File: src/rtl/mac_accum_4bit_pkg.sv
// Shared definitions for the 4-bit multiply-accumulate block:
// the FSM state encoding, the product width and the default accumulator width.
package mac_accum_4bit_pkg;

    localparam int PROD_W    = 8;
    localparam int ACC_W_DEF = 12;

    typedef enum logic [1:0] {
        IDLE  = 2'd0,
        ACCUM = 2'd1,
        HOLD  = 2'd2
    } state_t;

endpackage

File: src/rtl/mac_accum_4bit_mult.sv
// 4x4 unsigned array multiplier: one AND row per multiplier bit,
// each row shifted into place and summed down the array.
module top_a1_q2_array_multi_4bit (
    input  logic [3:0] a_i,
    input  logic [3:0] b_i,
    output logic [7:0] p_o
);

    logic [3:0] pp [4];

    // Partial-product rows and their shifted ripple summation.
    always_comb begin
        p_o = 8'd0;
        for (int j = 0; j < 4; j++) begin
            pp[j] = a_i & {4{b_i[j]}};
            p_o   = p_o + ({4'd0, pp[j]} << j);
        end
    end

endmodule

File: src/rtl/mac_accum_4bit.sv
// Multiply-accumulate of N_TERMS unsigned 4x4 products.
// Stage 1 captures the operand pair, stage 2 adds the product into acc.
// The result is held in HOLD until downstream consumes it.
module mac_accum_4bit
    import mac_accum_4bit_pkg::*;
#(
    parameter int N_TERMS = 4,
    parameter int ACC_W   = ACC_W_DEF
) (
    input  logic             clk,
    input  logic             rst,
    input  logic             clr,
    input  logic             in_valid,
    output logic             in_ready,
    input  logic [3:0]       A,
    input  logic [3:0]       B,
    output logic             out_valid,
    input  logic             out_ready,
    output logic [ACC_W-1:0] Acc_out,
    output logic             busy
);

    localparam logic [4:0] N_LAST = 5'(N_TERMS);

    state_t             state_q, state_d;
    logic [4:0]         cnt_q, cnt_d;
    logic [ACC_W-1:0]   acc_q, acc_d;
    logic [3:0]         a_q, a_d;
    logic [3:0]         b_q, b_d;
    logic               v1_q, v1_d;
    logic               ov_q, ov_d;
    logic [PROD_W-1:0]  prod;
    logic               xfer;

    top_a1_q2_array_multi_4bit u_mult (
        .a_i (a_q),
        .b_i (b_q),
        .p_o (prod)
    );

    // Handshake: ready in IDLE or while ACCUM still has pairs to take; clr
    // blocks acceptance, and reset forces the idle-looking outputs at once.
    always_comb begin
        in_ready = rst | (~clr & ((state_q == IDLE) |
                                  ((state_q == ACCUM) & (cnt_q < N_LAST))));
        xfer      = in_valid & in_ready & ~rst;
        out_valid = ov_q & ~rst;
        busy      = (state_q == ACCUM) & ~rst;
        Acc_out   = acc_q;
    end

    // Next-state: operand capture, accumulation, FSM sequencing and clr abort.
    always_comb begin
        state_d = state_q;
        cnt_d   = cnt_q;
        acc_d   = acc_q;
        a_d     = a_q;
        b_d     = b_q;
        v1_d    = xfer;
        ov_d    = ov_q;

        if (xfer) begin
            a_d   = A;
            b_d   = B;
            cnt_d = cnt_q + 5'd1;
        end

        if (v1_q) begin
            acc_d = acc_q + ACC_W'(prod);
        end

        case (state_q)
            IDLE: begin
                if (xfer) begin
                    state_d = ACCUM;
                end
            end
            ACCUM: begin
                // All pairs accepted and the last one is being added now.
                if (v1_q && (cnt_q == N_LAST)) begin
                    state_d = HOLD;
                end
            end
            HOLD: begin
                // One cycle after entering HOLD the result is presented;
                // it is cleared only on the consuming edge.
                if (!ov_q) begin
                    ov_d = 1'b1;
                end else if (out_ready) begin
                    state_d = IDLE;
                    acc_d   = '0;
                    cnt_d   = 5'd0;
                    ov_d    = 1'b0;
                end
            end
            default: begin
                state_d = IDLE;
            end
        endcase

        if (clr) begin
            state_d = IDLE;
            acc_d   = '0;
            cnt_d   = 5'd0;
            v1_d    = 1'b0;
            ov_d    = 1'b0;
        end
    end

    // State registers with synchronous active-high reset.
    always_ff @(posedge clk) begin
        if (rst) begin
            state_q <= IDLE;
            cnt_q   <= 5'd0;
            acc_q   <= '0;
            a_q     <= 4'd0;
            b_q     <= 4'd0;
            v1_q    <= 1'b0;
            ov_q    <= 1'b0;
        end else begin
            state_q <= state_d;
            cnt_q   <= cnt_d;
            acc_q   <= acc_d;
            a_q     <= a_d;
            b_q     <= b_d;
            v1_q    <= v1_d;
            ov_q    <= ov_d;
        end
    end

endmodule

File: config.mk
export PLATFORM = sky130hd
export DESIGN_NAME = mac_accum_4bit
export DESIGN_NICKNAME = d
export VERILOG_FILES = /design/src/rtl/mac_accum_4bit_pkg.sv /design/src/rtl/mac_accum_4bit_mult.sv /design/src/rtl/mac_accum_4bit.sv
export SDC_FILE = /design/constraint.sdc
export NUM_CORES = 1
export LEC_CHECK = 0
export ABC_AREA = 1
export BUFFER_PORTS_ARGS = -buffer_cell sky130_fd_sc_hd__buf_2
export CAP_MARGIN = 20
export CORE_ASPECT_RATIO = 1.4
export CORE_UTILIZATION = 45
export DETAILED_ROUTE_END_ITERATION = 10
export GPL_TIMING_DRIVEN = 1
export PLACE_DENSITY = 0.75
export SYNTH_ARGS = -nofsm -noshare
export SYNTH_HDL_FRONTEND = slang
export SYNTH_SLANG_ARGS = --single-unit
export TNS_END_PERCENT = 50
File: constraint.sdc
create_clock -name clk -period 7.81 [get_ports clk]
set_clock_uncertainty 0.05 [all_clocks]
set_input_delay 1.562 -clock clk [delete_from_list [all_inputs] [get_ports clk]]
set_output_delay 1.562 -clock clk [all_outputs]
set_load 0.01 [all_outputs]
==> results of run 1 <==
power by group:
part	switching, W	internal, W	total, W
logic	0.0000141	0.00000908	0.0000232
clock network	0.0000547	0.0000584	0.000113
registers	0.00000402	0.000151	0.000155
total	0.0000728	0.000219	0.000291
path summary, 6_finish.rpt:
path	from	to	slack (ns)	depth (start not counted)
worst max register to register	b_q[3]	Acc_out[11]	4.21	18
worst min-delay path	ov_q	ov_q	0.44	2
worst max-delay path	rst	in_ready	4.11	4
worst min register to register	ov_q	ov_q	0.44	2
synthesized netlist by cell type, types with 2 or more instances:
| library cell | instances | area, um2 |
|---|---|---|
| a31oi_1 | 2 | 12.5 |
| nand2_1 | 57 | 214 |
| xor2_1 | 3 | 26.3 |
| inv_1 | 53 | 199 |
| fa_1 | 10 | 200 |
| a211oi_1 | 3 | 22.5 |
| ha_1 | 21 | 263 |
| nand3_1 | 11 | 55.1 |
| a21oi_1 | 19 | 95.1 |
| dfxtp_1 | 29 | 581 |
| nor3_1 | 2 | 10.0 |
| clkbuf_1 | 2 | 7.51 |
| buf_2 | 3 | 15.0 |
| nor2_1 | 29 | 109 |
| o21ai_0 | 10 | 50.1 |
| nand4_1 | 3 | 18.8 |
cells by family after synthesis:
group	synth area share (%)
and+or+nand+nor	23.0
buffers and inverters	12.1
xor gates and xnor gates	1.79
AOI/OAI and AO/OA	9.95
DFF	29.6
adders and majority gates	23.6
routing by layer:
metal	up-vias	part of all wire (%)	track usage [%]
li1	883	-	-
met1	754	43	20.2
met2	32	51	32.9
met3	6	3.8	4.99
met4	0	1.7	7.62
met5	-	0	0
flip-flops by register name, indices dropped and copies added, names as in the netlist:
name and flops:
Acc_out 12, cnt_q 5, a_q 4, b_q 4
state_q 2, ov_q 1, v1_q 1
stage by stage:
step / worst slack, ns / hold slack, ns / std cells
floorplan: 4.26 / 0.410 / 266
global placement: 4.13 / 0.427 / 332
detailed placement: 4.11 / 0.438 / 332
CTS: 4.11 / 0.447 / 338
global route: 3.96 / 0.468 / 338
finish: 4.11 / 0.442 / 338
worst min-delay path, delay by kind of cell, from the launching register on:
| kind | cells | cell delay, ns |
|---|---|---|
| DFF | 1 | 0.32 |
| AOI/OAI and AO/OA | 1 | 0.05 |
| buffers and inverters | 1 | 0.07 |
cell type report:
| class | instances | area [um2] | share of cell area (%) |
|---|---|---|---|
| multi-input cells | 177 | 1140 | 52.2 |
| flip-flops and latches | 29 | 581 | 26.5 |
| inverters | 54 | 203 | 9.24 |
| repair buffers | 27 | 135 | 6.16 |
| clock buffers | 5 | 68.8 | 3.14 |
| well taps | 45 | 56.3 | 2.57 |
| clock inverters | 1 | 5.00 | 0.228 |
==> key figures, run 1 <==
Status
  – Status: finished, violations left
  – Violated checks: design-rule violations

STA
  – RSZ-0062 raised after global routing: no
  – Fmax: 271 MHz
  – Final setup violation count: 0
  – Final hold vios: 0
  – Min Tclk post-route: 3.70 ns
  – Fin crit share: 47.3%
  – Max transition margin: 61.0%
  – Final slew viol count: 0
  – TNS Setup: 0 ns
  – Worst slew pin tran: 0.584 ns

Setup path
  – CP top delay family: buffers and inverters
  – Critical path buffer and inverter count: 3
  – Required time worst endpoint: 6.20 ns
  – CP arrival: 2.08 ns
  – Worst setup path class: primary input to output port
  – Slowest-stage cell, CP: buf_2
  – Startpoint Class: primary input
  – Max Fanout on Critical Path: 12
  – CP endpoint kind: output port
  – Most frequent CP cell: buf_2
  – Critical Path Max Stage Delay: 0.21 ns
  – Crit-path cells: buf_2 > inv_1 > nand2_1 > buf_2

Die
  – Starting Density: 46.7%
  – Core area: 4200 um2
  – I/O pin cnt: 28
  – Cell Rows: 28
  – Die Area: 4630 um2
  – DIE WIDTH: 57.8 um
  – DIE HEIGHT: 80.1 um

Synthesis
  – Number of synthesized flops with an enable pin: 0
  – Yosys warns: 0
  – Synthesized flop and latch total: 29
  – Synth Cell Area: 1960 um2
  – Cell count after synthesis: 266
  – Mapped Avg Cell Area: 7.38 um2
  – Unique masters post-synth: 25
  – Dominant synthesized flop cell: dfxtp_1
  – Ys async rst share: 0%
  – Sequential area share after synthesis: 29.6%
  – Net Count, Synth: 310

GRT
  – Initial antenna violation count: 0
  – Vias in the first global route: 1602
  – Largest net degree at the start of global routing: 18
  – GRT Total Usage: 18.4%
  – Total congestion overflow: 0
  – First-pass GRT wire length: 6550 um

Clock tree
  – Clk slew on worst S/H paths: 0.05 ns
  – CTS tree: yes
  – Post-CTS Repair Setup Buffers: 0
  – TritonCTS Sinks: 29
  – Clk buf depth: 2
  – Clk Latency, worst-skew pair: 0.28 ns
  – CTS root buf: clkbuf_8
  – CTS Buf Count: 5
  – Hold-fix buffers at CTS: 0
  – Post-CTS Resized: 0
  – CTS H-tree depth: 2

Route
  – DRC: 2
  – Pre-antenna DRT Iters: 7
  – Post-Route WL: 3720 um
  – Starting DRC count in detailed routing: 51
  – Post-DRT Antenna Nets: 0
  – Vias per cell: 4.96
  – Routed vias: 1675
  – Wire length per cell: 11.0 um

Flow run
  – Max-cap violations: 0

Layout
  – NumNets Final: 338
  – P&R area growth vs syn: 11.8%
  – Commonest non-fill, non-tap cell in the layout: nand2_1
  – Finished Cell Area: 2190 um2
  – Layout cells sized above 1: 13.0%
  – Util after Layout: 52.2%
  – Fillers: 415
  – N_diodes: 0
  – Commonest non-fill, non-tap cells in the layout: nand2_1 (57), inv_1 (53), dfxtp_1 (29), nor2_1 (29), buf_2 (27)

Power and ir drop
  – Overall Power: 0.000291 W
  – P per Cell Area: 133 nW/um2
  – Peak supply drop: 0.0000809 V
  – P_leak: 1.22 nW

Placed design
  – Post-Place Cell Area: 2120 um2
  – GPL Wtd Cong: 0.790
  – Detailed placement HPWL: 2960 um
  – Port Buf Inserts: 27

Hold path
  – Type of the most critical hold path: flip-flop to flip-flop
(Power assumes the default switching activity.)
==> inputs of run 2 (changes only) <==
PLACE_DENSITY = 0.78   (was 0.75)
clock period = 3.3 ns   (was 7.81 ns; I/O delays follow)
==> run 2 against run 1 <==
The flow still finishes with violations (design-rule violations). Sequential share of layout area is 1.1 points lower. Sequential power rose by 140%. Critical path type is now flip-flop to flip-flop. Non-clock buffer count grew 10.
==> key figures, run 2 (synthesis gave the netlist of run 1 again) <==
Route
  – Post-Route WL: 4070 um
  – DRC: 1
  – Starting DRC count in detailed routing: 38
  – Wire length per cell: 11.7 um
  – Vias per cell: 4.99
  – Pre-antenna DRT Iters: 7
  – Routed vias: 1741
  – Post-DRT Antenna Nets: 0

Setup path
  – CP arrival: 3.40 ns
  – Startpoint Class: flip-flop
  – Critical Path Max Stage Delay: 0.53 ns
  – Worst setup path class: flip-flop to flip-flop
  – R2R setup slack: 0.04 ns
  – Critical path buffer and inverter count: 5
  – CP endpoint kind: flip-flop
  – Required time worst endpoint: 3.44 ns
  – Worst Reg-to-Reg Cells: 18
  – Crit-path cells: nand2_2 > fa_1 > inv_1 > fa_1 > inv_1 > fa_1 > inv_1 > ha_2 > inv_2 > fa_2 > inv_2 > nand4_1 > nand3_2 > nand2_1 > nand2_1 > nand3_1 > nand2_1 > nor2_1
  – CP top delay family: adder cells
  – Max Fanout on Critical Path: 3
  – Worst r2r dst: Acc_out[11]
  – Slowest-stage cell, CP: fa_1
  – FF-to-FF Start: b_q[2]

Placed design
  – DP Worst Slack: -0.0852 ns
  – GPL Wtd Cong: 0.793
  – Cells after DPL: 341
  – Port Buf Inserts: 27
  – Detailed placement HPWL: 3110 um
  – Post-Place Cell Area: 2190 um2

Clock tree
  – CTS root buf: clkbuf_8
  – Clk slew on worst S/H paths: 0.06 ns
  – Clk Latency, worst-skew pair: 0.29 ns
  – Clk buf depth: 2
  – TritonCTS Sinks: 29
  – CTS tree: yes
  – Hold-fix buffers at CTS: 0
  – CTS Buf Count: 5
  – CTS H-tree depth: 2

Die
  – I/O pin cnt: 28
  – Die Area: 4630 um2
  – DIE HEIGHT: 80.1 um
  – DIE WIDTH: 57.8 um
  – Cell Rows: 28
  – Starting Density: 46.7%
  – Core area: 4200 um2

STA
  – TNS Setup: 0 ns
  – Max transition margin: 56.1%
  – RSZ-0062 raised after global routing: yes
  – Final Worst Setup Slack: 0.0386 ns
  – Hold Slack: 0.441 ns
  – Worst slew pin tran: 0.658 ns
  – Final hold vios: 0
  – Fmax: 307 MHz
  – Min Tclk post-route: 3.26 ns
  – Final slew viol count: 0
  – Fin crit share: 98.8%
  – Final setup violation count: 0

Power and ir drop
  – Switch Pwr: 0.000184 W
  – Peak supply drop: 0.000267 V
  – Combinational power share: 8.5%
  – P_leak: 1.29 nW
  – Internal power: 0.000548 W
  – Switching Share: 25.1%
  – P per Cell Area: 316 nW/um2
  – Sequential power share: 50.1%
  – Clock network power share: 41.4%

GRT
  – Initial antenna violation count: 0
  – Total congestion overflow: 0
  – First-pass GRT wire length: 6940 um
  – Vias in the first global route: 1666
  – GRT Total Usage: 20.0%
  – Largest net degree at the start of global routing: 18

Layout
  – NumNets Final: 348
  – P&R area growth vs syn: 17.9%
  – Final instance count without filler cells: 349
  – Seq. cell area: 587 um2
  – Layout cells sized above 1: 21.1%
  – Finished Cell Area: 2310 um2
  – Max reg flops: 12
  – Multi-input combinational cell area: 1170 um2
  – Commonest non-fill, non-tap cell in the layout: nand2_1
  – Commonest non-fill, non-tap cells in the layout: nand2_1 (55), inv_1 (50), nor2_1 (29), buf_2 (27), dfxtp_1 (24)
  – Fillers: 408
  – N_diodes: 0

Hold path
  – Worst hold path startpoint: b_q[2]
  – Worst Hold Path EP: b_q[2]
  – Type of the most critical hold path: flip-flop to flip-flop
  – Hold path depth: 2

Status
  – Violated checks: design-rule violations
  – Status: finished, violations left

Flow run
  – Max-cap violations: 0
run 2: cell types whose count changed in the layout (fill, tap and decap cells not counted), sizes merged:
cell and change:
clkbuf +2, clkinv -1, buf +10
run 2: worst max path at each step:
stage,from,to,slack (ns),depth (start not counted)
floorplan,Acc_out[3],Acc_out[11],0.01,18
global route,b_q[2],Acc_out[11],-0.17,18
finish,b_q[2],Acc_out[11],0.04,18
CTS,b_q[2],Acc_out[11],-0.03,18
global placement,Acc_out[3],Acc_out[11],-0.01,18
detailed placement,Acc_out[3],Acc_out[11],-0.09,18
run 2: per-stage QoR:
stage	power, W	util [%]
global placement	0.000434	52.2
detailed placement	0.000436	52.2
floorplan	0.000412	-
global route	0.000762	55.0
CTS	0.000733	54.6
finish	0.000732	55.0
run 2: power by group through the flow:
stage	Clock (W)	Combinational [W]	Sequential, W
final	0.000303	0.0000623	0.000367
after global routing	0.000323	0.0000712	0.000367
after CTS	0.000304	0.0000624	0.000366
after detailed placement	0	0.0000620	0.000374
after global placement	0	0.0000602	0.000373
after floorplan	0	0.0000391	0.000373
run 2: layout make-up:
cell class                      instances  area share (%)
Multi-Input combinational cell        177            50.6
Sequential cell                        29            25.4
Timing Repair Buffer                   37            9.09
Inverter                               54            8.76
Clock buffer                            7            3.73
Tap cell                               45            2.43
run 2: worst reg2reg max path, stage by stage, from the launching register on:
cell	delay (ns)
dfxtp_2	0.35
nand2_2	0.06
fa_1	0.53
inv_1	0.05
fa_1	0.47
inv_1	0.05
fa_1	0.42
inv_1	0.07
ha_2	0.18
inv_2	0.04
fa_2	0.34
inv_2	0.07
nand4_1	0.11
nand3_2	0.10
nand2_1	0.05
nand2_1	0.07
nand3_1	0.07
nand2_1	0.06
nor2_1	0.04
run 2: repair_timing:
action / CTS / global route
pin swaps: 8 / 6
setup buffers: 1 / 0
endpoints found under the setup margin: 3 / 6
resized for setup: 8 / 6
run 2: routing by layer:
| metal | vias to the layer above | share of wire, % | track usage [%] |
|---|---|---|---|
| met1 | 800 | 41 | 22.0 |
| met4 | 0 | 2.9 | 10.7 |
| met5 | - | 0 | 0 |
| li1 | 901 | - | - |
| met3 | 10 | 3.4 | 4.83 |
| met2 | 30 | 53 | 34.8 |
==> inputs of run 3 (changes only) <==
--- a/config.mk
+++ b/config.mk
@@ -13,7 +13,9 @@
 export DETAILED_ROUTE_END_ITERATION = 10
 export GPL_TIMING_DRIVEN = 1
-export PLACE_DENSITY = 0.78
+export HOLD_SLACK_MARGIN = 0.15
+export PLACE_DENSITY = 0.77
 export SYNTH_ARGS = -nofsm -noshare
 export SYNTH_HDL_FRONTEND = slang
+export SYNTH_HIERARCHICAL = 1
 export SYNTH_SLANG_ARGS = --single-unit
 export TNS_END_PERCENT = 50
--- a/constraint.sdc
+++ b/constraint.sdc
@@ -3,3 +3,3 @@
 set_input_delay 0.66 -clock clk [delete_from_list [all_inputs] [get_ports clk]]
 set_output_delay 0.66 -clock clk [all_outputs]
-set_load 0.01 [all_outputs]
+set_load 0.02 [all_outputs]
==> run 3 against run 2 <==
Clock power up 31%. Via count rose by 20%. Area after synthesis grew 7.3%. Non-clock buffer count rose by 7. Global-route usage up 1.6 points. Clock-buffer cell count down 1. Critical path depth is 1 higher. The flow finishes with violations (negative setup slack).
==> key figures, run 3 <==
Die
  – Die Area: 4960 um2
  – DIE HEIGHT: 82.9 um
  – Cell Rows: 29
  – Starting Density: 46.8%
  – Core area: 4500 um2
  – I/O pin cnt: 28
  – DIE WIDTH: 59.8 um

Power and ir drop
  – P per Cell Area: 316 nW/um2
  – Peak supply drop: 0.000309 V
  – P_leak: 1.45 nW
  – Overall Power: 0.000865 W

Clock tree
  – CTS root buf: clkbuf_8
  – Clk Latency, worst-skew pair: 0.29 ns
  – Clk buf depth: 2
  – CTS Buf Count: 5
  – CTS H-tree depth: 2
  – Clk slew on worst S/H paths: 0.07 ns
  – CTS tree: yes
  – TritonCTS Sinks: 29

STA
  – Worst slew pin tran: 0.778 ns
  – Max transition margin: 48.1%
  – Final setup violation count: 5
  – Final slew viol count: 0
  – RSZ-0062 raised after global routing: yes
  – Min Tclk post-route: 3.42 ns
  – Final hold vios: 0
  – Fmax: 293 MHz
  – Hold Slack: 0.469 ns
  – Final Worst Setup Slack: -0.116 ns
  – Fin crit share: 104%

Layout
  – Max reg flops: 12
  – P&R area growth vs syn: 30.2%
  – Commonest non-fill, non-tap cell in the layout: nand2_1
  – NumNets Final: 399
  – Layout cells sized above 1: 30.5%
  – Commonest non-fill, non-tap cells in the layout: nand2_1 (59), nor2_1 (50), inv_1 (47), buf_2 (27), dfxtp_1 (23)
  – N_diodes: 0

Status
  – Status: finished, violations left
  – Violated checks: negative setup slack

Setup path
  – Required time worst endpoint: 3.44 ns
  – Startpoint Class: flip-flop
  – Worst Reg-to-Reg Cells: 19
  – CP endpoint kind: flip-flop
  – FF-to-FF Start: b_q[1]
  – R2R setup slack: -0.12 ns
  – Worst setup path class: flip-flop to flip-flop
  – CP arrival: 3.55 ns
  – Max Fanout on Critical Path: 4
  – Worst r2r dst: Acc_out[8]

Synthesis
  – Number of synthesized flops with an enable pin: 0
  – Synth top cells by count: nand2_1 (68), inv_1 (53), nor2_1 (51), dfxtp_1 (29), nand3_1 (26)
  – Mapped Avg Cell Area: 6.75 um2
  – Cell count after synthesis: 312
  – Sequential area share after synthesis: 27.6%
  – Top cell type's share of synthesized area: 27.6%
  – Dominant synthesized flop cell: dfxtp_1
  – Count leader, synth: nand2_1
  – Unique masters post-synth: 33
  – Synthesized flop and latch total: 29
  – Area contributors post-synth: dfxtp_1 (28%), nand2_1 (12%), ha_1 (12%)
  – Net Count, Synth: 351
  – Yosys warns: 6
  – Cell taking the most area after synthesis: dfxtp_1
  – Synth Cell Area: 2110 um2
  – Ys async rst share: 0%

Route
  – Routed vias: 2081
  – Post-Route WL: 4920 um
  – Wire length per cell: 11.6 um
  – Post-DRT Antenna Nets: 0
  – Vias per cell: 4.92
  – Starting DRC count in detailed routing: 67
  – Pre-antenna DRT Iters: 4
  – DRC: 0

Hold path
  – Type of the most critical hold path: flip-flop to flip-flop
  – Worst Hold Path EP: cnt_q[1]
  – Worst hold path startpoint: cnt_q[1]
  – Hold path depth: 2

GRT
  – Vias in the first global route: 2099
  – GRT Total Usage: 21.6%
  – Largest net degree at the start of global routing: 21
  – Initial antenna violation count: 0
  – First-pass GRT wire length: 8430 um
  – Total congestion overflow: 0

Placed design
  – Detailed placement HPWL: 3620 um
  – GPL Wtd Cong: 0.802
  – Port Buf Inserts: 27

Flow run
  – Max-cap violations: 0
==> run 3: changes by cell type after synthesis, moves of 3 or more <==
cell,delta
o21ai_0,-7
a21oi_1,-5
fa_1,-4
nand2_1,+11
o21ai_1,+10
nand3_1,+15
a211oi_1,-3
nor2_1,+22
==> run 3: kinds of logic after synthesis <==
family	share of synthesized area, %
fa+ha+maj	17.6
flops	27.6
compound gates	9.33
buf+inv	11.2
xor+xnor	0.832
simple gates	33.5
==> run 3: per-layer routing <==
layer / share of wire (%) / global-route usage [%] / wire length [um]
met3: 3.3 / 3.89 / 160
met2: 54 / 39.7 / 2660
met5: 0 / 0 / 0
met1: 40 / 22.7 / 1990
met4: 2.2 / 9.30 / 109
==> run 3: final cells by class <==
| class | instances | area [um2] |
|---|---|---|
| fillers | 450 | 1760 |
| well taps | 62 | 77.6 |
| inverters | 56 | 214 |
| clock buffers | 6 | 82.6 |
| flip-flops and latches | 29 | 591 |
| repair buffers | 44 | 270 |
| clock inverters | 2 | 37.5 |
| multi-input cells | 224 | 1470 |
==> run 3: through the flow <==
step                      cell area (um2)  utilization [%]  setup slack [ns]  setup TNS (ns)  std cells
after floorplan                      2150                -            0.0378               0        312
after global placement               2420             53.9            -0.101          -0.335        409
after detailed placement             2420             53.9            -0.197          -0.820        409
after CTS                            2640             58.6            -0.137          -0.672        423
after global routing                 2740             61.0            -0.266           -1.40        423
final                                2740             61.0            -0.116          -0.369        423
==> run 3: worst max path at each step <==
stage                 from     endpoint  slack, ns  cells after the start
floorplan           b_q[3]  Acc_out[11]       0.04                     17
global placement    a_q[1]  Acc_out[11]      -0.10                     19
detailed placement  a_q[1]   Acc_out[9]      -0.20                     20
CTS                 b_q[1]   Acc_out[9]      -0.14                     20
global route        b_q[1]   Acc_out[8]      -0.27                     19
finish              b_q[1]   Acc_out[8]      -0.12                     19
==> run 3: report_power, final <==
| group | total (W) | leakage [nW] | switching [W] | internal, W |
|---|---|---|---|---|
| combinational | 0.0000973 | 1.15 | 0.0000549 | 0.0000424 |
| sequential | 0.000370 | 0.238 | 0.0000108 | 0.000359 |
| clock | 0.000398 | 0.0574 | 0.000153 | 0.000245 |
==> run 3: repair_timing <==
action,in CTS,in global routing
pin swaps,15,21
buffers inserted,6,0
hold buffers,0,0
resized for setup,17,28
setup endpoints to repair,6,7
==> run 3: critical path: stages (launching register included) <==
cell     delay [ns]
dfxtp_2        0.33
nand2_2        0.06
inv_2          0.04
fa_1           0.52
inv_1          0.05
fa_1           0.49
inv_2          0.05
ha_4           0.15
fa_2           0.40
nand2_2        0.09
nand2_1        0.06
nand3_2        0.06
nand2_2        0.08
ha_4           0.30
nand2_2        0.05
or2_1          0.23
nand3_2        0.11
nand3_2        0.07
nand2_1        0.09
nor2_1         0.04
